## src/rtl/fifo_credit_pkg.sv

```systemverilog
// Shared types, defaults and the round-robin grant helper used by the credit-FIFO write arbiter.
package fifo_credit_pkg;

  localparam int unsigned DEFAULT_DEPTH      = 8;
  localparam int unsigned DEFAULT_DATA_WIDTH = 32;

  // Largest requester count the helper supports; wider source IDs are truncated by the caller.
  localparam int unsigned MAX_SRC  = 32;
  localparam int unsigned SRC_ID_W = $clog2(MAX_SRC);

  typedef logic [SRC_ID_W-1:0] src_id_t;

  // Scan from last+1 modulo n and return the first requester found. This is the
  // rotate / priority-encode / unrotate chain folded into one loop. Returns last
  // when nothing is requesting; the caller gates on any-request separately.
  function automatic src_id_t rr_next_grant(input logic [MAX_SRC-1:0] req,
                                            input src_id_t            last,
                                            input int unsigned        n);
    logic [SRC_ID_W:0] idx;
    src_id_t           pick;
    logic              found;
    pick  = last;
    found = 1'b0;
    for (int unsigned off = 1; off <= MAX_SRC; off++) begin
      idx = {1'b0, last} + (SRC_ID_W+1)'(off);
      if (idx >= (SRC_ID_W+1)'(n)) begin
        idx = idx - (SRC_ID_W+1)'(n);
      end
      if (!found && (off <= n) && req[idx[SRC_ID_W-1:0]]) begin
        pick  = idx[SRC_ID_W-1:0];
        found = 1'b1;
      end
    end
    return pick;
  endfunction

endpackage

```

## src/rtl/fifo_credit_tagq.sv

```systemverilog
// Circular queue of source IDs mirroring the shared FIFO contents, one tag per stored entry.
module fifo_credit_tagq
  import fifo_credit_pkg::*;
#(
  parameter int unsigned DEPTH  = DEFAULT_DEPTH,
  parameter int unsigned ID_W   = 2,
  localparam int unsigned ADDR_W = $clog2(DEPTH)
) (
  input  logic              clk,
  input  logic              rst_n,
  input  logic              push,
  input  logic [ID_W-1:0]   push_id,
  input  logic              pop,
  output logic [ID_W-1:0]   head_id,
  output logic              empty,
  output logic [ADDR_W:0]   count
);

  logic [ID_W-1:0]   mem [DEPTH];
  logic [ADDR_W-1:0] wr_ptr_q, rd_ptr_q;
  logic [ADDR_W:0]   cnt_q;

  // Pointers wrap naturally because DEPTH is a power of two.
  always_ff @(posedge clk or negedge rst_n) begin
    if (!rst_n) begin
      wr_ptr_q <= '0;
      rd_ptr_q <= '0;
      cnt_q    <= '0;
    end else begin
      if (push) begin
        wr_ptr_q <= wr_ptr_q + ADDR_W'(1);
      end
      if (pop) begin
        rd_ptr_q <= rd_ptr_q + ADDR_W'(1);
      end
      case ({push, pop})
        2'b10:   cnt_q <= cnt_q + (ADDR_W+1)'(1);
        2'b01:   cnt_q <= cnt_q - (ADDR_W+1)'(1);
        default: ;
      endcase
    end
  end

  always_ff @(posedge clk) begin
    if (push) begin
      mem[wr_ptr_q] <= push_id;
    end
  end

  assign empty   = (cnt_q == '0);
  assign head_id = empty ? '0 : mem[rd_ptr_q];
  assign count   = cnt_q;

endmodule

```

## src/rtl/fifo_credit_arb.sv

```systemverilog
// Round-robin write arbiter in front of a shared credit FIFO, with per-source outstanding quotas
// returned as the consumer pops entries.
module fifo_credit_arb
  import fifo_credit_pkg::*;
#(
  parameter int unsigned NUM_SRC    = 4,
  parameter int unsigned DATA_WIDTH = DEFAULT_DATA_WIDTH,
  parameter int unsigned DEPTH      = DEFAULT_DEPTH,
  parameter int unsigned QUOTA      = 4,
  localparam int unsigned ID_W      = $clog2(NUM_SRC),
  localparam int unsigned CNT_W     = $clog2(QUOTA + 1)
) (
  input  logic                                clk,
  input  logic                                rst_n,
  input  logic [NUM_SRC-1:0]                  src_valid,
  output logic [NUM_SRC-1:0]                  src_ready,
  input  logic [NUM_SRC-1:0][DATA_WIDTH-1:0]  src_data,
  output logic                                fifo_wr_valid,
  input  logic                                fifo_wr_ready,
  output logic [DATA_WIDTH-1:0]               fifo_wr_data,
  input  logic                                fifo_rd_fire,
  output logic [ID_W-1:0]                     head_src_id,
  output logic                                head_src_valid,
  output logic [NUM_SRC-1:0][CNT_W-1:0]       src_outstanding,
  output logic                                err_underflow
);

  localparam int unsigned     ADDR_W   = $clog2(DEPTH);
  localparam logic [CNT_W-1:0] QUOTA_C  = CNT_W'(QUOTA);
  localparam logic [ID_W-1:0]  LAST_RST = ID_W'(NUM_SRC - 1);

  logic [ID_W-1:0]               last_grant_q, lock_id_q, grant;
  logic                          lock_vld_q, err_q;
  logic [NUM_SRC-1:0]            elig, inc, dec;
  logic [MAX_SRC-1:0]            elig_ext;
  src_id_t                       last_ext;
  logic                          wr_fire, pop_ok;
  logic                          tq_empty;
  logic [ID_W-1:0]               tq_head;
  logic [ADDR_W:0]               tq_count;
  logic [NUM_SRC-1:0][CNT_W-1:0] outstanding_q, outstanding_d;

  always_comb begin
    for (int unsigned i = 0; i < NUM_SRC; i++) begin
      elig[i] = src_valid[i] && (outstanding_q[i] < QUOTA_C);
    end
  end

  // A lock pins the grant while the FIFO stalls so payload and target stay stable.
  always_comb begin
    elig_ext                 = '0;
    elig_ext[NUM_SRC-1:0]    = elig;
    last_ext                 = '0;
    last_ext[ID_W-1:0]       = last_grant_q;
    grant         = lock_vld_q ? lock_id_q : ID_W'(rr_next_grant(elig_ext, last_ext, NUM_SRC));
    fifo_wr_valid = lock_vld_q || (|elig);
    fifo_wr_data  = fifo_wr_valid ? src_data[grant] : '0;
    src_ready     = '0;
    if (fifo_wr_valid && fifo_wr_ready) begin
      src_ready[grant] = 1'b1;
    end
  end

  assign wr_fire = fifo_wr_valid && fifo_wr_ready;
  assign pop_ok  = fifo_rd_fire && (tq_count != '0);

  always_ff @(posedge clk or negedge rst_n) begin
    if (!rst_n) begin
      last_grant_q <= LAST_RST;
      lock_vld_q   <= 1'b0;
      lock_id_q    <= '0;
      err_q        <= 1'b0;
    end else begin
      if (wr_fire) begin
        last_grant_q <= grant;
        lock_vld_q   <= 1'b0;
      end else if (fifo_wr_valid) begin
        lock_vld_q   <= 1'b1;
        lock_id_q    <= grant;
      end
      if (fifo_rd_fire && (tq_count == '0)) begin
        err_q <= 1'b1;
      end
    end
  end

  // Push and pop of the same source cancel; quota gating keeps counts within 0..QUOTA.
  always_comb begin
    outstanding_d = outstanding_q;
    for (int unsigned i = 0; i < NUM_SRC; i++) begin
      inc[i] = wr_fire && (grant == ID_W'(i));
      dec[i] = pop_ok && (tq_head == ID_W'(i));
      if (inc[i] && !dec[i]) begin
        outstanding_d[i] = outstanding_q[i] + CNT_W'(1);
      end else if (dec[i] && !inc[i]) begin
        outstanding_d[i] = outstanding_q[i] - CNT_W'(1);
      end
    end
  end

  always_ff @(posedge clk or negedge rst_n) begin
    if (!rst_n) begin
      outstanding_q <= '0;
    end else begin
      outstanding_q <= outstanding_d;
    end
  end

  fifo_credit_tagq #(
    .DEPTH (DEPTH),
    .ID_W  (ID_W)
  ) u_tagq (
    .clk     (clk),
    .rst_n   (rst_n),
    .push    (wr_fire),
    .push_id (grant),
    .pop     (pop_ok),
    .head_id (tq_head),
    .empty   (tq_empty),
    .count   (tq_count)
  );

  assign head_src_id     = tq_head;
  assign head_src_valid  = !tq_empty;
  assign src_outstanding = outstanding_q;
  assign err_underflow   = err_q;

endmodule

```

## config.mk

```make
export PLATFORM = sky130hd
export DESIGN_NAME = fifo_credit_arb
export DESIGN_NICKNAME = d
export VERILOG_FILES = /design/src/rtl/fifo_credit_pkg.sv /design/src/rtl/fifo_credit_tagq.sv /design/src/rtl/fifo_credit_arb.sv
export SDC_FILE = /design/constraint.sdc
export NUM_CORES = 1
export LEC_CHECK = 0
export CAP_MARGIN = 30
export CORE_UTILIZATION = 40
export DETAILED_ROUTE_END_ITERATION = 10
export PLACE_DENSITY = 0.75
export SKIP_CTS_REPAIR_TIMING = 1
export SYNTH_ARGS = -nofsm -noshare
export SYNTH_HDL_FRONTEND = slang
export SYNTH_SLANG_ARGS = --single-unit
```

## constraint.sdc

```tcl
create_clock -name clk -period 11.7 [get_ports clk]
set_input_delay 2.925 -clock clk [delete_from_list [all_inputs] [get_ports clk]]
set_output_delay 2.925 -clock clk [all_outputs]
set_load 0.03 [all_outputs]
```

Word-level counts from Yosys, hierarchy flattened --
Memory sizes are Yosys's and may differ from the RTL's. Cells that the tools add are included. W data, S select, Z words.
Word-level totals: flip-flop bits (word level) 28, logic and storage cells 147, latch bits 0, output and inout port bits 53, memory bits (read-only) 0, memories 1, RAM bits 16
Cells by class: multiplexer cells 40, equality and inequality tests 8, bitwise gates (word level) 1, $lt $le $gt $ge 14, reductions and logical operators 52, divide/modulo/power cells 0, multiply operators 0, shifts and indexed selects 0, add/sub/neg operators 20
Memory list:
- u_tagq.mem | words 8, bits a word 2, read ports 1, clocked after Yosys merged registers in 0, write ports 1, line fifo_credit_tagq.sv:19 | logic [ID_W-1:0] mem [DEPTH];
Operators by type and width (number):
- $bmux W32 S2 | 1
- $mux W32 | 2
- $logic_and A1 B1 Y1 | 27
- $lt A5 B6 Y1 const B | 4
- $mux W3 | 8
- $bmux W1 S5 | 4
- $mux W5 | 4
- $add A3 B1 Y3 const B | 6
- $logic_not A1 Y1 | 12
- $lt A3 B3 Y1 const B | 4
- $mux W1 | 12
- $mux W2 | 6
- $reduce_bool A2 Y1 | 6
- $sub A3 B1 Y3 const B | 4
- $sub A3 B3 Y4 const B | 3
- $eq A2 B2 Y1 const B | 5
- $ge A3 B3 Y1 const B | 3
- $pmux W4 S2 | 1
- $add A2 B2 Y3 const B | 2
- $eq A2 B1 Y1 const B | 3
- $sub A4 B3 Y5 const B | 1
- $add A2 B3 Y4 const B | 1
- $add A4 B1 Y4 const B | 1
- $ge A4 B3 Y1 const B | 1
- other kinds (13) | 14

Logic depth before layout (Yosys ltp) --
depth in word-level cells 22, gate-level depth with buffers 19

Hierarchy --
A second synthesis with hierarchy kept.
Unflattened totals: cell total of the unflattened synthesis 585, area, all modules 5033.6 um^2
By module, submodules not included:
- fifo_credit_arb | instances 1, seq. area each 452.9 um^2, cells each 508, area an instance 3843.7 um^2
- fifo_credit_tagq | instances 1, seq. area each 730.7 um^2, cells each 77, area an instance 1189.9 um^2

Worst setup path before layout --
Ideal clock, no wire load.
kind input to output, start point in src_valid[2], end point out fifo_wr_data[29], slack 3.742 ns, cell stages on the path 7, arrival 5.033 ns, buffers on the path 1, path through or4bb_1 a41oi_2 a21oi_1 o221ai_2 nand2_1 buf_2 o22ai_1
Between the ends: cells in the longest elaborated chain, start to end 17
Ends and longest elaborated chain:
- from (decl) | line fifo_credit_arb.sv:15 | input logic [NUM_SRC-1:0] src_valid,
- $logic_and A1 B1 Y1 (*) | line fifo_credit_arb.sv:45 | elig[i] = src_valid[i] && (outstanding_q[i] < QUOTA_C);
- $bmux W1 S5 | line fifo_credit_pkg.sv:29 | if (!found && (off <= n) && req[idx[SRC_ID_W-1:0]]) begin
- $mux W1 (not written as such) | line fifo_credit_pkg.sv:29
- $mux W1 | line fifo_credit_pkg.sv:29
- $logic_not A1 Y1 | line fifo_credit_pkg.sv:29
- $logic_and A1 B1 Y1 | line fifo_credit_pkg.sv:29
- $mux W1 | line fifo_credit_pkg.sv:29
- $logic_not A1 Y1 | line fifo_credit_pkg.sv:29
- [2 not listed]
- $logic_not A1 Y1 | line fifo_credit_pkg.sv:29
- $logic_and A1 B1 Y1 | line fifo_credit_pkg.sv:29
- $mux W2 (*) | line fifo_credit_pkg.sv:29
- $mux W2 (*) | line fifo_credit_arb.sv:55 | grant = lock_vld_q ? lock_id_q : ID_W'(rr_next_grant(elig_ext, last_ext, NUM_SRC));
- via grant[1] | line fifo_credit_arb.sv:32 | logic [ID_W-1:0] last_grant_q, lock_id_q, grant;
- $bmux W32 S2 (*) | line fifo_credit_arb.sv:57 | fifo_wr_data = fifo_wr_valid ? src_data[grant] : '0;
- $mux W32 (not written as such) (*) | line fifo_credit_arb.sv:57
- $mux W32 (*) | line fifo_credit_arb.sv:57
- to (decl) | line fifo_credit_arb.sv:20 | output logic [DATA_WIDTH-1:0] fifo_wr_data,
The timed path passes the listed nets; every way through them passes the cells marked *. The select of a mux whose other input is x is not followed.

Worst setup path after layout --
start point in src_valid[2], end point out fifo_wr_data[10]
The elaborated chain is that of the path after synthesis.

==> summary.md <==
| Metric | Value |
|---|---|
| Number of flops mapped to enable cells by yosys | 16 |
| Switching pwr | 1.31 mW |
| Data required time at the worst endpoint | 8.78 ns |
| Cell-by-cell trace of the critical path | clkdlybuf4s50_1 -> or4bb_1 -> a41oi_2 -> a21oi_1 -> o221ai_2 -> nand2b_1 -> buf_4 -> o22ai_1 -> clkdlybuf4s50_1 |
| Initial antenna violation count | 1 |
| Die ar. | 12500 um2 |
| Via count of the first global-routing pass | 4610 |
| Total power density per cell area | 365 nW/um2 |
| R2r worst-path depth | 14 |
| Finish-stage setup viols | 0 |
| Sw Ratio | 52.2% |
| Crit path DAT | 6.70 ns |
| Share of total power in sequential cells | between 10% and 20% |
| Dominant cells by area after synthesis | sky130_fd_sc_hd__mux2i_1 14%, sky130_fd_sc_hd__dfrtp_1 14%, sky130_fd_sc_hd__a221oi_2 13%, sky130_fd_sc_hd__edfxtp_1 10%, sky130_fd_sc_hd__nor2b_1 8.3% |
| Clock-pin slew on the worst setup and hold paths | 0.06 ns |
| Minimum setup slack among reg-to-reg paths | 6.78 ns |
| Via count | 4527 |
| Count of antenna-violating nets left after detailed routing | 0 |
| Kind of end point of the critical path | output pin |
| Share of cells above drive strength 1 | between 10% and 20% |
| Area growth, synth to finish | 43.0% |
| Post-route cell area | just under 7000 um2 |
| Cell Int Power | 1.20 mW |
| Result of the run | finished with violations |
| Root buffer cell | sky130_fd_sc_hd__clkbuf_16 |
| Total power of the final layout | approximately 2.5 mW |
| Synth Flop Type | sky130_fd_sc_hd__dfrtp_1 |
| HPWL Detailed | 11600 um |
| Cell depth of the worst min-delay path | 1 |
| Number of clock sinks | 44 |
| Max_cap viols | 0 |
| Count of buffers from port buffering | between 150 and 200 |
| Global router's overall resource usage | 23.2% |
| Total wire length after detailed routing | around 15000 um |
| Deepest clock path buffer count | 2 |
| Sequential cell area fraction in the yosys report | 24.6% |
| Initial detailed-routing violation count | 290 |
| Tmin final | 9.62 ns |
| Number of library cell types mapped by synthesis | 56 |
| Upper clock frequency limit | between 100 and 150 MHz |
| Biggest area consumer among synthesized cells | sky130_fd_sc_hd__mux2i_1 |
| Weighted congestion at the end of routability-driven global placement | 0.939 |
| Kind of path behind the tightest hold check | flop to flop |
| Leakage power total | 2.58 nW |
| Top-level I/O count | 189 |
| Total standard cell area after synthesis | a little under 5000 um2 |
| Failing checks | design-rule violations |
| Final critical-path share of the clock period | 82.3% |
| Setup TNS | 0 ns |
| Relative slew margins | 36.2% |
| Cell area reported after detailed placement | 6710 um2 |
| Worst-skew pair later-pin latency | 0.28 ns |
| Post-synthesis instance total | approximately 480 |
| Slowest-stage cell, CP | sky130_fd_sc_hd__nand2b_1 |
| First-pass GRT wire length | 23100 um |
| Clock network power share | 5.4% |
| Routed length per instance | 19.0 um |
| Remaining DRCs | 3 |
| Final global-route overflow total | 0 |
| First-pass detailed-route iteration total | 9 |
| Warnings, synthesis | 0 |
| Synthesized netlist net count | 630 |
| Mean instance size in the synthesized netlist | 10.1 um2 |
| Largest fanout of any net on the critical path | 19 |
| Unrepaired setup endpoints after global routing | false |
| Largest vdd supply drop | approximately 0.22 mV |
| Crit path kind | input port to output pin |
| Detailed-route vias per instance | 5.75 |
| Highest cell delay on the worst timing path | 0.72 ns |
| Count of pins over their slew limit | 0 |
| Slew at the pin closest to its max-slew limit | 0.957 ns |
| Total Nets Final | around 800 |
| Maximum number of pins on one net before global-route repair | 67 |
| Worst-case clock skew | 0.00301 ns |
| Critical path startpoint category | input port |
| Number of levels in the clock H-tree | 2 |
| Initial core utilization | 41.5% |
| TritonCTS clock tree | built |
| Vertical die dimension | between 100 and 150 um |
| Core region area | 11600 um2 |
| Total CTS buffers | 5 |
| Share of synthesized flip-flops with an asynchronous set or reset | 63.6% |
| Number of rows in the core area | 39 |
| Portion of synthesized cell area occupied by the leading cell type | around 14% |
| Count of state elements after synthesis | 44 |
| Share of power burned in combinational logic | 80.8% |
| Die width | 112 um |
| Number of hold-slack violations in the final timing report | 0 |
| Most used cell, CP | sky130_fd_sc_hd__clkdlybuf4s50_1 |
[power by group through the flow]
| stage | logic (mW) | clock network [mW] | registers (mW) |
|---|---|---|---|
| floorplan | 1.44 | 0 | 0.338 |
| global placement | 1.96 | 0 | 0.374 |
| detailed placement | 2.01 | 0 | 0.350 |
| CTS | 2.02 | 0.139 | 0.348 |
| global route | 2.16 | 0.143 | 0.359 |
| finish | 2.03 | 0.135 | 0.347 |
[state kept, by name, summed over array words and instances (netlist names)]
signal and flops:
u_tagq.wr_ptr_q 3, u_tagq.rd_ptr_q 3, u_tagq.mem 16, lock_vld_q 1, u_tagq.count 4, lock_id_q 2, last_grant_q 2, src_outstanding 12
err_underflow 1
[logic make-up (layout without fill, tap and decap cells)]
logic type | Yosys count | in the layout | synth area share [%]
and+or+nand+nor | 144 | 144 | 17.3
buffers and inverters | 55 | 221 | 6.07
DFF | 44 | 44 | 24.6
other | 0 | 1 | 0
adders and majority gates | 17 | 17 | 5.21
muxes | 75 | 75 | 16.8
xor gates and xnor gates | 20 | 20 | 3.65
AOI/OAI and AO/OA | 122 | 122 | 26.4
[worst max-delay path: cells and delay by family]
| family | cells | cell delay, ns |
|---|---|---|
| AOI/OAI and AO/OA | 4 | 0.96 |
| and+or+nand+nor | 2 | 1.26 |
| buffers and inverters | 3 | 1.55 |
[path summary, 6_finish.rpt]
kind                                 start                  to
setup / recovery              src_valid[2]    fifo_wr_data[10]
hold / removal             u_tagq.count[3]     u_tagq.count[3]
setup reg to reg           last_grant_q[0]  src_outstanding[1]
hold reg to reg            u_tagq.count[3]     u_tagq.count[3]
max in group asynchronous            rst_n     last_grant_q[1]
min in group asynchronous            rst_n  u_tagq.wr_ptr_q[2]
[layer usage]
layer  vias to the layer above  global-route usage (%)  share of wire [%]
met1                      2159                    27.9                 41
met3                        44                    4.03                5.1
met5                         -                       0                  0
li1                       2180                       -                  -
met4                         0                    11.3                4.5
met2                       144                    40.1                 49
[synthesized netlist by cell type, types with 2 or more instances]
master	instances
sky130_fd_sc_hd__nor2b_1	64
sky130_fd_sc_hd__mux2_2	4
sky130_fd_sc_hd__mux2i_1	67
sky130_fd_sc_hd__o21ai_0	7
sky130_fd_sc_hd__o22ai_2	8
sky130_fd_sc_hd__nand2b_1	8
sky130_fd_sc_hd__ha_1	12
sky130_fd_sc_hd__inv_1	14
sky130_fd_sc_hd__xnor2_1	11
sky130_fd_sc_hd__dfrtp_1	26
sky130_fd_sc_hd__buf_6	8
sky130_fd_sc_hd__dfstp_2	2
sky130_fd_sc_hd__xor2_1	9
sky130_fd_sc_hd__mux4_2	4
sky130_fd_sc_hd__a21o_1	2
sky130_fd_sc_hd__buf_2	5
sky130_fd_sc_hd__a221oi_1	24
sky130_fd_sc_hd__nand4bb_1	2
sky130_fd_sc_hd__nor3_1	6
sky130_fd_sc_hd__nor4_1	2
sky130_fd_sc_hd__nand3b_1	5
sky130_fd_sc_hd__buf_4	4
sky130_fd_sc_hd__nand4_1	2
sky130_fd_sc_hd__o22ai_1	24
sky130_fd_sc_hd__edfxtp_1	16
sky130_fd_sc_hd__nor2_1	17
sky130_fd_sc_hd__clkbuf_1	19
sky130_fd_sc_hd__nand2_1	25
sky130_fd_sc_hd__and2_1	2
sky130_fd_sc_hd__a221oi_2	40
sky130_fd_sc_hd__fa_1	5
sky130_fd_sc_hd__or4_1	2
sky130_fd_sc_hd__buf_1	3
sky130_fd_sc_hd__a21oi_1	6
[per-stage QoR]
| stage | util, % | hold slack, ns | setup slack (ns) | cells |
|---|---|---|---|---|
| after floorplan | - | 0.443 | 3.74 | 477 |
| after global placement | 57.9 | 0.457 | 2.08 | 776 |
| after detailed placement | 58.1 | 0.459 | 2.04 | 777 |
| after CTS | 59.3 | 0.483 | 2.04 | 785 |
| after global routing | 59.4 | 0.505 | 1.85 | 787 |
| final | 59.4 | 0.479 | 2.08 | 787 |
[cell type report]
type | count | area [um2]
antenna | 1 | 2.50
clock buffer | 6 | 129
clock inverter | 2 | 12.5
fill | 986 | 4700
inverter | 15 | 56.3
multi-input combinational | 378 | 3330
sequential | 44 | 1190
tap | 143 | 179
timing repair buffer | 198 | 1970
[cell usage in the layout (no fill, tap or decap), types with 12 or more instances in the layout]
master	n
sky130_fd_sc_hd__nor2_1	17
sky130_fd_sc_hd__clkdlybuf4s50_1	188
sky130_fd_sc_hd__edfxtp_1	16
sky130_fd_sc_hd__nand2_1	25
sky130_fd_sc_hd__dfrtp_1	25
sky130_fd_sc_hd__o22ai_1	24
sky130_fd_sc_hd__a221oi_2	40
sky130_fd_sc_hd__a221oi_1	24
sky130_fd_sc_hd__ha_1	12
sky130_fd_sc_hd__nor2b_1	64
sky130_fd_sc_hd__mux2i_1	67
sky130_fd_sc_hd__inv_1	14
Power figures use the tool's default switching activity.
